[src/rtl/if1_inst_queue.sv]
// -----------------------------------------------------------------------------
// if1_inst_queue
//
// Second fetch stage (IF1). A small circular instruction queue between the
// ICache read port and the decode stage. Each entry holds the fetched
// instruction, its PC and the IF0 predicted-taken bit. Entries are presented
// to ID in program order. IF0 is back-pressured through in_ready, and an EX
// redirect (flush) drops every queued entry.
//
// Handshake semantics (both sides): a transfer happens on a rising edge when
// valid and ready are both high in the cycle before that edge. in_ready
// depends only on the registered count; it never looks at in_valid or
// out_ready. out_valid never depends on out_ready.
//
// Optional feature (compile-time macro IF1_IQ_BYPASS_EN):
//   defined   - empty-queue bypass. With count == 0 and in_valid & ~flush the
//               incoming instruction is shown on out_* in the same cycle. If ID
//               also takes it (out_ready) it is never written to the queue.
//   undefined - no combinational path from in_* to out_*; 1-cycle latency.
//
// Parameters:
//   DEPTH  queue entries, power of two, >= 2
//   WORD   PC / instruction width
//
// Ports:
//   clk        sole clock, rising edge
//   rst        asynchronous reset, active low
//   in_valid   ICache returned an instruction this cycle
//   in_pc      PC of the returned instruction
//   in_inst    instruction word
//   in_pred    IF0 predicted this instruction taken
//   in_ready   queue can accept (IF0 stalls its PC on ~in_ready)
//   flush      EX branch redirect; discard everything
//   out_valid  head entry valid for ID
//   out_pc     head PC (0 when empty)
//   out_inst   head instruction (0 when empty)
//   out_pred   head predicted-taken bit (0 when empty)
//   out_ready  ID consumes the head this cycle
//   dbg_count  current occupancy, for observation only
// -----------------------------------------------------------------------------
module if1_inst_queue #(
    parameter int DEPTH = 4,
    parameter int WORD  = 32
) (
    input  logic                   clk,
    input  logic                   rst,
    input  logic                   in_valid,
    input  logic [WORD-1:0]        in_pc,
    input  logic [WORD-1:0]        in_inst,
    input  logic                   in_pred,
    output logic                   in_ready,
    input  logic                   flush,
    output logic                   out_valid,
    output logic [WORD-1:0]        out_pc,
    output logic [WORD-1:0]        out_inst,
    output logic                   out_pred,
    input  logic                   out_ready,
    output logic [$clog2(DEPTH):0] dbg_count
);

    localparam int AW = $clog2(DEPTH);
    localparam int CW = AW + 1;
    localparam int EW = 2 * WORD + 1;
    localparam logic [CW-1:0] FULL = CW'(DEPTH);

    // Entry layout: {pc, inst, pred}
    typedef logic [EW-1:0] entry_t;

    entry_t          mem [DEPTH];
    logic [AW-1:0]   head;
    logic [AW-1:0]   tail;
    logic [CW-1:0]   count;

    logic            empty;
    logic            push;
    logic            wr_en;
    logic            pop;
    entry_t          head_entry;

    assign empty      = (count == '0);
    assign head_entry = mem[head];
    assign in_ready   = (count != FULL);
    assign dbg_count  = count;

    // A push is refused when full even if ID pops in the same cycle; this
    // keeps in_ready a pure function of registered state.
    assign push = in_valid & in_ready & ~flush;

`ifdef IF1_IQ_BYPASS_EN
    logic bypass;

    assign bypass = empty & in_valid & ~flush;

    always_comb begin
        out_valid = (~empty | bypass) & ~flush;
        out_pc    = '0;
        out_inst  = '0;
        out_pred  = 1'b0;
        if (bypass) begin
            out_pc   = in_pc;
            out_inst = in_inst;
            out_pred = in_pred;
        end else if (!empty) begin
            out_pc   = head_entry[EW-1 -: WORD];
            out_inst = head_entry[WORD:1];
            out_pred = head_entry[0];
        end
    end

    // A bypassed instruction taken by ID the same cycle never enters storage.
    assign wr_en = push & ~(bypass & out_ready);
`else
    always_comb begin
        out_valid = ~empty & ~flush;
        out_pc    = '0;
        out_inst  = '0;
        out_pred  = 1'b0;
        if (!empty) begin
            out_pc   = head_entry[EW-1 -: WORD];
            out_inst = head_entry[WORD:1];
            out_pred = head_entry[0];
        end
    end

    assign wr_en = push;
`endif

    // Only a stored entry advances head; a bypass hand-off leaves it alone.
    assign pop = out_valid & out_ready & ~empty;

    always_ff @(posedge clk or negedge rst) begin
        if (!rst) begin
            head  <= '0;
            tail  <= '0;
            count <= '0;
            for (int i = 0; i < DEPTH; i++) begin
                mem[i] <= '0;
            end
        end else if (flush) begin
            // Storage is left as is; pointers alone define what is valid.
            head  <= '0;
            tail  <= '0;
            count <= '0;
        end else begin
            if (wr_en) begin
                mem[tail] <= {in_pc, in_inst, in_pred};
                tail      <= tail + AW'(1);
            end
            if (pop) begin
                head <= head + AW'(1);
            end
            case ({wr_en, pop})
                2'b10:   count <= count + CW'(1);
                2'b01:   count <= count - CW'(1);
                default: count <= count;
            endcase
        end
    end

endmodule

[config.mk]
export PLATFORM = sky130hd
export DESIGN_NAME = if1_inst_queue
export DESIGN_NICKNAME = d
export VERILOG_FILES = /design/src/rtl/if1_inst_queue.sv
export SDC_FILE = /design/constraint.sdc
export NUM_CORES = 1
export LEC_CHECK = 0
export ABC_AREA = 1
export BUFFER_PORTS_ARGS = -buffer_cell sky130_fd_sc_hd__buf_2
export CAP_MARGIN = 0
export CORE_ASPECT_RATIO = 0.8
export CORE_UTILIZATION = 53
export DETAILED_ROUTE_END_ITERATION = 12
export GPL_TIMING_DRIVEN = 0
export MAX_ROUTING_LAYER = met4
export PLACE_DENSITY = 0.76
export SYNTH_ARGS = -nofsm -noshare
export SYNTH_HDL_FRONTEND = slang
export SYNTH_SLANG_ARGS = --single-unit
[constraint.sdc]
create_clock -name clk -period 1.6 [get_ports clk]
set_input_delay 0.4 -clock clk [delete_from_list [all_inputs] [get_ports clk]]
set_output_delay 0.4 -clock clk [all_outputs]
set_load 0.1 [all_outputs]
==> results of run 1 <==
-- worst paths after layout --
path / from / end / slack, ns
worst max-delay path: head[0]$_DFFE_PN0P_ / out_inst[28] / -0.94
worst min-delay path: in_inst[8] / mem[204]$_DFFE_PN0P_ / 0.16
min in group asynchronous: rst / mem[211]$_DFFE_PN0P_ / 0.32
worst min register to register: mem[132]$_DFFE_PN0P_ / mem[132]$_DFFE_PN0P_ / 0.48
max in group asynchronous: rst / dbg_count[1]$_DFFE_PN0P_ / 0.30
worst max register to register: dbg_count[0]$_DFFE_PN0P_ / dbg_count[2]$_DFFE_PN0P_ / -0.53
-- registers in the layout (all words and copies together) (netlist names) --
name / count
dbg_count: 3
head: 2
tail: 2
mem: 260
-- final cells by class --
type | instances | area, sq um | area share
clock buffers | 41 | 788 | 0.0432
plain buffers | 105 | 1460 | 0.0799
inverters | 76 | 293 | 0.0161
multi-input cells | 1020 | 6010 | 0.329
flip-flops and latches | 267 | 6690 | 0.367
clock inverters | 7 | 113 | 0.00618
well taps | 306 | 383 | 0.0210
repair buffers | 179 | 2500 | 0.137
-- cell usage after synthesis, drive strengths merged --
cell type / instances / area [sq um]
o21ai: 394 / 2160
nand2: 286 / 1120
dfrtp: 267 / 6680
nor2: 263 / 1010
inv: 76 / 285
a21oi: 68 / 340
buf: 62 / 512
clkbuf: 44 / 275
ha: 4 / 50.1
nand3: 3 / 15.0
fa: 1 / 20.0
xnor2: 1 / 8.76
-- per-layer routing --
| metal | up-vias | share of wire | GRT usage |
|---|---|---|---|
| met3 | 135 | 0.081 | 0.0396 |
| met4 | 0 | 0.038 | 0.0955 |
| met5 | - | 0 | - |
| met2 | 602 | 0.47 | 0.490 |
| met1 | 5819 | 0.41 | 0.443 |
| li1 | 5220 | - | - |
-- worst max-delay path: stages (launching register included) --
cell and delay, ns:
dfrtp_1 0.37, buf_8 0.17, buf_4 0.20, nor2_1 0.08, nor2_1 0.18, o21ai_1 0.19, a21oi_4 0.22, buf_12 0.19
-- cells by family after synthesis --
group | count (synthesis)
AOI/OAI and AO/OA | 462
xor gates and xnor gates | 1
adders and majority gates | 5
buffers and inverters | 182
DFF | 267
and+or+nand+nor | 552
-- metrics by stage --
stage               hold slack (ns)  setup WS (ns)  cells  cell area [sq um]
global route                  0.177         -0.969   2001              18200
finish                        0.156         -0.939   2001              18200
floorplan                     0.104         -0.678   1469              13400
CTS                           0.151         -0.849   1971              16800
global placement              0.459          -5.62   1914              14400
detailed placement            0.272          -1.05   1916              14500
-- timing repair --
item,CTS,global route
gates resized for setup,464,346
buffers inserted,5,9
pin swaps,16,55
hold buffers,1,0
endpoints found under the setup margin,332,333
cloned,1,22
endpoints found under the hold margin,26,0
==> results.md, run 1 <==
- Status: finished, violations left
- Failing checks: setup timing
- Num CTS Buffers: 27
- Crit path capture type: output pin
- IO buf count: 139
- Clock buffer depth: 3
- Vias per cell: 5.89
- Reg2Reg Depth: 13
- Clock transition at the registers of the reported paths: 0.06 ns
- # rows: 49
- Max_slew headroom: 0.555
- Max Cap Violations: 0
- Setup repair after global routing missed its margin: yes
- Die area: 24200 sq um
- FILL cells: 1300
- Critical path class: reg -> out
- DRC viols: 0
- TritonCTS clock tree: built
- Total Wirelength: 42100 um
- Synthesized area per cell: 8.49 sq um
- Pre-antenna DRT Iters: 5
- H-tree lvl count: 1
- Startpoint Class: register
- Hold Path Class: in -> reg
- Commonest non-fill, non-tap cell in the layout: dfrtp_1
- Req. time, crit path: 1.20 ns
- Simple-gate share of the synthesized area: 0.171
- Initial antenna violation count: 0
- Clock skew: 0.00897 ns
- Post-synth cell types: 22
- Drt initial violations: 1137
- YS warnings: 0
- Die width: 174 um
- Max Slew Vio Count: 0
- Most frequent cells in the layout: dfrtp_1, nand2_1, nor2_1
- Crit path setup slack, layout: -0.939 ns
- Die height: 139 um
- Hpwl dp: 22800 um
- Global-route wire length before repair: 59000 um
- Root Driver: clkbuf_16
- Post-synthesis adder-cell area fraction: 0.00562
- Synthesized net count: 1544
- # setup viols final: 334
- Tmin final: 2.54 ns
- Fin util: 0.799
- Layout cell share with drive strength beyond 1: 0.355
- Worst hold path cell count: 3
- P&R area growth vs syn: 46.1%
- Synth Cell Area: 12500 sq um
- Tightest Pin Transition: 0.668 ns
- Largest family of logic cells by synthesized area: compound AO/OA/AOI/OAI gates
- Synth Area in Compound Gates: 0.201
- DR WL/cell: 21.0 um
- Clk_lat worst skew: 0.54 ns
- GPL Wtd Cong: 0.870
- Cells after Synth: 1469
- Critical Path AT: 2.14 ns
- Synth Register Bits: 267
- FMAX: 0.394 GHz
- Setup_tns: -139.07 ns
- Period utilization: 1.59
- Via count: 11800
- Largest net degree at the start of global routing: 125
- # IOs: 140
- Starting Density: 0.547
- Mux cell area share after synthesis: 0
- Final Hold Violating Endpoints: 0
- Global route overflow: 0
- Synth Area in XOR/XNOR: 0.000702
- Core Region: 22800 sq um
- Vias in the first global route: 11000
- Crit path max fanout: 10
- Clk sinks: 267
- Routed Antenna Nets: 0
- Nets: 1751
- GRT Total Usage: 0.318
- Number of diodes: 0
- Seq/Total Area, Yosys: 0.536
Power of run 1 is not shown: default switching activity piles up to over one toggle a cycle in this logic, so the estimate is an artifact.
==> run 2, diff against run 1 <==
Settings changed: CORE_ASPECT_RATIO 0.8 to not set.
==> results.md, run 2 (synthesized netlist as in run 1, its figures left out) <==
- Setup repair after global routing missed its margin: yes
- Vias per cell: 6.27
- Initial antenna violation count: 0
- Most frequent cells in the layout: dfrtp_1, nor2_1, nand2_1
- Period utilization: 1.65
- Final Hold Violating Endpoints: 0
- Largest net degree at the start of global routing: 104
- Req. time, crit path: 1.20 ns
- # setup viols final: 333
- Total Wirelength: 49200 um
- Num CTS Buffers: 29
- Tmin final: 2.64 ns
- Die height: 155 um
- Nets: 1777
- Status: finished, violations left
- CP delay by family, top: buffers and inverters
- Setup_tns: -109.69 ns
- Clock transition at the registers of the reported paths: 0.07 ns
- DR WL/cell: 24.2 um
- Cells after DPL: 1923
- Startpoint Class: register
- IO buf count: 139
- DRC viols: 0
- Max Cap Violations: 0
- Clk_lat worst skew: 0.56 ns
- Failing checks: setup timing
- Worst-path cell chain: buf_12 > buf_6 > nor2_1 > nor2_1 > o21ai_0 > a21oi_4 > buf_12
- H-tree lvl count: 1
- Hpwl dp: 22800 um
- # IOs: 140
- Max stage delay on crit path: 0.37 ns
- Crit path setup slack, layout: -1.04 ns
- CP max stage cell: dfrtp_1
- Global route overflow: 0
- Core Region: 22800 sq um
- Worst slack, placed: -1.03 ns
- GRT Total Usage: 0.334
- FILL cells: 1048
- Most flops, register: mem
- Pre-antenna DRT Iters: 5
- Final Instance Count excl. Fillers: 2035
- Vias in the first global route: 11600
- Commonest non-fill, non-tap cell in the layout: dfrtp_1
- Layout cell share with drive strength beyond 1: 0.412
- Critical path class: reg -> out
- Clock skew: 0.0105 ns
- TritonCTS clock tree: built
- Max Slew Vio Count: 0
- Starting Density: 0.546
- Root Driver: clkbuf_16
- Clock buffer depth: 3
- Tightest Pin Transition: 0.571 ns
- # rows: 55
- Crit path max fanout: 9
- GPL Wtd Cong: 0.831
- Routed Antenna Nets: 0
- Hold Path Class: in -> reg
- Crit path capture type: output pin
- Clk sinks: 267
- FMAX: 0.378 GHz
- P&R area growth vs syn: 55.8%
- Global-route wire length before repair: 61200 um
- Number of diodes: 0
- Max_slew headroom: 0.619
- Via count: 12800
- Max reg flops: 260
- Drt initial violations: 1353
- Die width: 155 um
- WP buf/inv: 3
- Critical Path AT: 2.24 ns
- Die area: 24200 sq um
run 2: routing by layer:
layer / share of wire / GRT usage
met1: 0.35 / 0.422
met2: 0.49 / 0.553
met3: 0.096 / 0.0429
met4: 0.066 / 0.121
met5: 0 / -
run 2: final timing paths:
check / from / to / cells after the start / slack (ns)
worst min-delay path: in_pc[5] / mem[168]$_DFFE_PN0P_ / 3 / 0.15
min in group asynchronous: rst / mem[72]$_DFFE_PN0P_ / 2 / 0.37
worst min register to register: mem[55]$_DFFE_PN0P_ / mem[55]$_DFFE_PN0P_ / 2 / 0.48
max in group asynchronous: rst / mem[226]$_DFFE_PN0P_ / 3 / 0.29
worst max-delay path: head[0]$_DFFE_PN0P_ / out_pc[31] / 7 / -1.04
worst max register to register: dbg_count[1]$_DFFE_PN0P_ / dbg_count[2]$_DFFE_PN0P_ / 12 / -0.37
run 2: stage by stage:
step,hold WS (ns),cell area (sq um),util
global route,0.176,19400,0.851
finish,0.153,19400,0.851
global placement,0.459,14500,0.633
floorplan,0.104,13400,-
CTS,0.150,17300,0.758
detailed placement,0.385,14500,0.636
run 2: timing repair:
action                                  4_1_cts  5_1_grt
resized for setup                           513      454
gates cloned                                  4       36
buffers inserted                             17        8
hold buffers                                  1        0
pin swaps                                    25       40
endpoints found under the setup margin      324      333
endpoints found under the hold margin        64        0
run 2: layout make-up:
class	count	area (sq um)	share of cell area
flip-flops and latches	267	6690	0.344
multi-input cells	1020	6490	0.334
repair buffers	205	3100	0.159
plain buffers	103	1510	0.0779
clock buffers	38	830	0.0427
well taps	313	392	0.0201
inverters	76	298	0.0153
clock inverters	13	130	0.00669
run 2: tightest hold or removal path: cells and delay by family:
family,cells,cell delay [ns]
AOI/OAI and AO/OA,1,0.13
buffers and inverters,2,0.14
Power of run 2 is left out for the same reason.
